[config.mk]
export PLATFORM = sky130hd
export DESIGN_NAME = pyramid_cntr_gen
export DESIGN_NICKNAME = d
export VERILOG_FILES = /design/src/rtl/pyramid_cntr_gen.sv
export SDC_FILE = /design/constraint.sdc
export NUM_CORES = 1
export LEC_CHECK = 0
export CORE_MARGIN = 5
export CORE_UTILIZATION = 40
export DETAILED_ROUTE_END_ITERATION = 7
export GPL_TIMING_DRIVEN = 0
export PLACE_DENSITY = 0.66
export SETUP_SLACK_MARGIN = 0.05
export SKIP_CTS_REPAIR_TIMING = 1
export SYNTH_ARGS = -nofsm -noshare
export SYNTH_HDL_FRONTEND = slang
export SYNTH_SLANG_ARGS = --single-unit
[constraint.sdc]
create_clock -name up -period 2 [get_ports up]
set_input_delay 0.3 -clock up [delete_from_list [all_inputs] [get_ports up]]
set_output_delay 0.3 -clock up [all_outputs]
set_load 0.005 [all_outputs]
[src/rtl/pyramid_cntr_gen.sv]
// Triangular/pyramid row counter with start control, enable freeze, and row/done pulses.
// Define PYRAMID_CNTR_REPEAT_EN to restart the sequence automatically instead of stopping in DONE.
module pyramid_cntr_gen #(
  parameter int WIDTH = 4,
  parameter int TOP   = 2**WIDTH-1
) (
  input  logic             up,
  input  logic             reset,
  input  logic             enable,
  input  logic             start,
  input  logic             mode,
  output logic [WIDTH-1:0] out,
  output logic [WIDTH-1:0] limit,
  output logic             row_pulse,
  output logic             done_pulse,
  output logic             busy
);

  typedef enum logic [1:0] {IDLE, RUN, DONE} state_t;

  localparam logic [WIDTH-1:0] TOP_V = WIDTH'(TOP);

  state_t           state;
  state_t           state_nxt;
  logic             mode_q;
  logic             mode_nxt;
  logic [WIDTH-1:0] out_nxt;
  logic [WIDTH-1:0] limit_nxt;
  logic             row_nxt;
  logic             done_nxt;
  logic             busy_nxt;
  logic             row_end;
  logic             last_row;

  assign row_end  = (out == limit);
  assign last_row = mode_q ? (limit == TOP_V) : (limit == '0);

  // All state updates on the falling edge of up.
  always_ff @(negedge up or negedge reset) begin
    if (!reset) begin
      state      <= IDLE;
      mode_q     <= 1'b0;
      out        <= '0;
      limit      <= '0;
      row_pulse  <= 1'b0;
      done_pulse <= 1'b0;
      busy       <= 1'b0;
    end else begin
      state      <= state_nxt;
      mode_q     <= mode_nxt;
      out        <= out_nxt;
      limit      <= limit_nxt;
      row_pulse  <= row_nxt;
      done_pulse <= done_nxt;
      busy       <= busy_nxt;
    end
  end

  always_comb begin
    state_nxt = state;
    if (enable) begin
      unique case (state)
        IDLE, DONE: if (start) state_nxt = RUN;
        RUN: begin
          if (row_end && last_row) begin
`ifdef PYRAMID_CNTR_REPEAT_EN
            state_nxt = RUN;
`else
            state_nxt = DONE;
`endif
          end
        end
        default: state_nxt = IDLE;
      endcase
    end
  end

  // Datapath and pulse outputs; the check for the last row comes before any limit step so limit never wraps.
  always_comb begin
    mode_nxt  = mode_q;
    out_nxt   = out;
    limit_nxt = limit;
    row_nxt   = 1'b0;
    done_nxt  = 1'b0;
    if (enable) begin
      unique case (state)
        IDLE, DONE: begin
          out_nxt = '0;
          if (start) begin
            mode_nxt  = mode;
            limit_nxt = mode ? '0 : TOP_V;
          end
        end
        RUN: begin
          if (!row_end) begin
            out_nxt = out + 1'b1;
          end else begin
            out_nxt = '0;
            row_nxt = 1'b1;
            if (last_row) begin
              done_nxt = 1'b1;
`ifdef PYRAMID_CNTR_REPEAT_EN
              limit_nxt = mode_q ? '0 : TOP_V;
`endif
            end else begin
              limit_nxt = mode_q ? (limit + 1'b1) : (limit - 1'b1);
            end
          end
        end
        default: out_nxt = '0;
      endcase
    end
    busy_nxt = (state_nxt == RUN);
  end

endmodule

==> impl_metrics.toml <==
[clock_network]
cts_root_buffer = "clkbuf_4"
numClockSinks = 14
clk_path_buf_depth = 2
numCtsBuffers = 3
cts_tree = "built"
clk_latency_ns = 0.29
cts.clk_slew.worst_paths_ns = 0.06
htreeDepth = 1

[detailed_routing]
firstDrtPassIters = 4
via_count = 792
wl_per_cell_um = 14.1
ant_nets = 0
first_iter_violations = 15
drc_errors = 0
vias_per_cell = 5.21
routed_wl_um = 2140

[worst_setup_path]
rr_worst_depth = 6
path_delay_family = "flip-flops"
path_class = "flop to output port"
crit_arrival_ns = 1.88
slowest_delay_ns = 0.46
worstPathMaxFanout = 3
rrSetupSlack_ns = 0
r2r-end = "limit[1]$_DFFE_NN0P_"
path_cells = "buf_2"
reg2reg_from = "out[3]$_DFFE_NN0P_"
startpoint_type = "flop"
critical_path_required_ns = 1.70
crit_slowest_cell = "dfrtn_1"
crit_path_start = "out[3]$_DFFE_NN0P_"
path_buf_inv = 1
endpoint_kind = "output port"

[hold_path]
hold_class = "flop to flop"
hp-start = "state[1]$_DFF_NN0_"
hold_end = "state[1]$_DFF_NN0_"
holdPathStages = 2

[floorplanning]
initial_utilization_pct = 42.2
coreArea_mm2 = 0.00198
rows = 16
fp.dieH_um = 55.7
die_w_um = 55.7
io_pins = 16
die_area_mm2 = 0.00311

[placement]
io_buffer_count = 15
dpl_cell_area_mm2 = 0.00103
hpwl_um = 1360
gp_routability_congestion = 0.741

[grt]
grt_pass1_wl_um = 3150
grtUsageTotal_pct = 12.7
antenna_found_initial = 0
gr-total-overflow = 0
grt_start_max_net_pins = 15
grt_pass1_vias = 692

[timing]
setup_viol = 11
slew_viol_final = 0
max_slew_margin_pct = 56.7
fin_worst_skew_ns = 0.00201
worstMarginPinSlew_ns = 0.647
rsz0062_at_grt = "true"
hold_violations = 0
finalWorstSetupSlack_ns = -0.180

[yosys]
synth.distinct_cells = 33
seq_area_frac_synth_pct = 41.9
synth_nets = 96
yosysWarnings = 0
ys_seq_elements = 14
postSynthCellCount = 87
avgSynthCellArea_um2 = 9.62
synth_area_um2 = 837

[flow_run]
cap_viol_max_count = 0

[cells_and_area]
area_delta_synth_final_pct = 44.5
layout.nets = 135
fillCellCount = 156
design_area_mm2 = 0.00121
drive_above_1_share_pct = 38.4
postLayoutCoreUtil_pct = 61.0
diodes = 0

[outcome]
violations = "setup timing"
status = "complete, but fails checks"

[power_and_ir_drop]
ir_worst_vdd_mv = 0.901
power_uw = 1990
p_per_area_mw_per_mm2 = 1650
leakage_uw = 0.000584
layout by cell type (no fill, tap or decap), types with 4 or more instances in the layout:
cell type / n
inv_1: 4
clkbuf_2: 4
nor2_1: 7
nand2_1: 9
a21oi_1: 5
dfrtn_1: 14
buf_2: 11
buf_4: 17
registers in the layout (all words and copies together) (netlist names):
| signal | cells |
|---|---|
| busy | 1 |
| limit | 4 |
| out | 4 |
| mode_q | 1 |
| state | 2 |
| done_pulse | 1 |
| row_pulse | 1 |
stage by stage:
step,setup WS [ns],instances,setup TNS (ns),hold slack [ns]
after floorplan,0.0175,87,0,0.435
after CTS,-0.732,133,-9.93,0.468
after detailed placement,-0.756,129,-12.38,0.467
after global routing,-0.213,152,-1.90,0.529
after global placement,-0.738,129,-11.60,0.460
final,-0.180,152,-1.38,0.475
layout make-up:
| type | count | area, um^2 | share of cell area (%) |
|---|---|---|---|
| timing repair buffer | 34 | 245 | 20.3 |
| tap | 27 | 33.8 | 2.79 |
| sequential | 14 | 350 | 29.0 |
| inverter | 5 | 18.8 | 1.55 |
| multi-input combinational | 64 | 507 | 41.9 |
| buffer | 4 | 18.8 | 1.55 |
| clock buffer | 4 | 36.3 | 3.00 |
how the worst max path moves through the flow:
stage | depth (start not counted) | slack (ns) | end
after floorplan | 3 | 0.02 | limit[1]$_DFFE_NN0P_
after global placement | 4 | -0.74 | limit[1]$_DFFE_NN0P_
after detailed placement | 4 | -0.76 | limit[2]$_DFFE_NN0P_
after CTS | 1 | -0.73 | limit[1]
after global routing | 1 | -0.21 | limit[0]
final | 1 | -0.18 | out[3]
report_power, final:
group | internal, uW | switching [uW]
registers | 392 | 60.7
logic | 661 | 665
clock network | 111 | 102
total | 1160 | 828
kinds of logic after synthesis:
group           share of synthesized area (%)
simple gates                             16.7
compound gates                           17.6
flops                                    41.9
buf+inv                                  4.34
xor+xnor                                 6.28
mux                                      6.28
fa+ha+maj                                6.88
routing by layer:
layer  global-route usage, %  share of wire (%)
met1                    16.9                 42
met2                    18.9                 48
met3                    3.25                6.2
met4                    6.25                3.6
met5                       0                  0
Yosys cell counts (all sizes together):
cell	instances	area share [%]
xor2	5	5.2
o32ai	1	1.0
o22ai	1	0.75
a31o	1	1.0
ha	3	4.5
a31oi	2	1.5
a21oi	6	4.0
fa	1	2.4
buf	2	1.2
a211o	1	1.0
nor4	2	3.3
o21ai	6	3.6
dfrtn	14	42
nor3	1	0.60
and4	1	1.0
clkbuf	2	0.90
mux2	2	2.7
o21a	1	0.90
xnor2	1	1.0
nor2b	1	0.75
a21o	2	1.8
a22o	1	1.0
nor3b	1	0.90
mux2i	3	3.6
inv	5	2.2
nor2	7	3.1
o31ai	1	0.90
nand2	9	4.0
nand3	4	3.0
No activity file was read; power rests on OpenSTA's default activity.
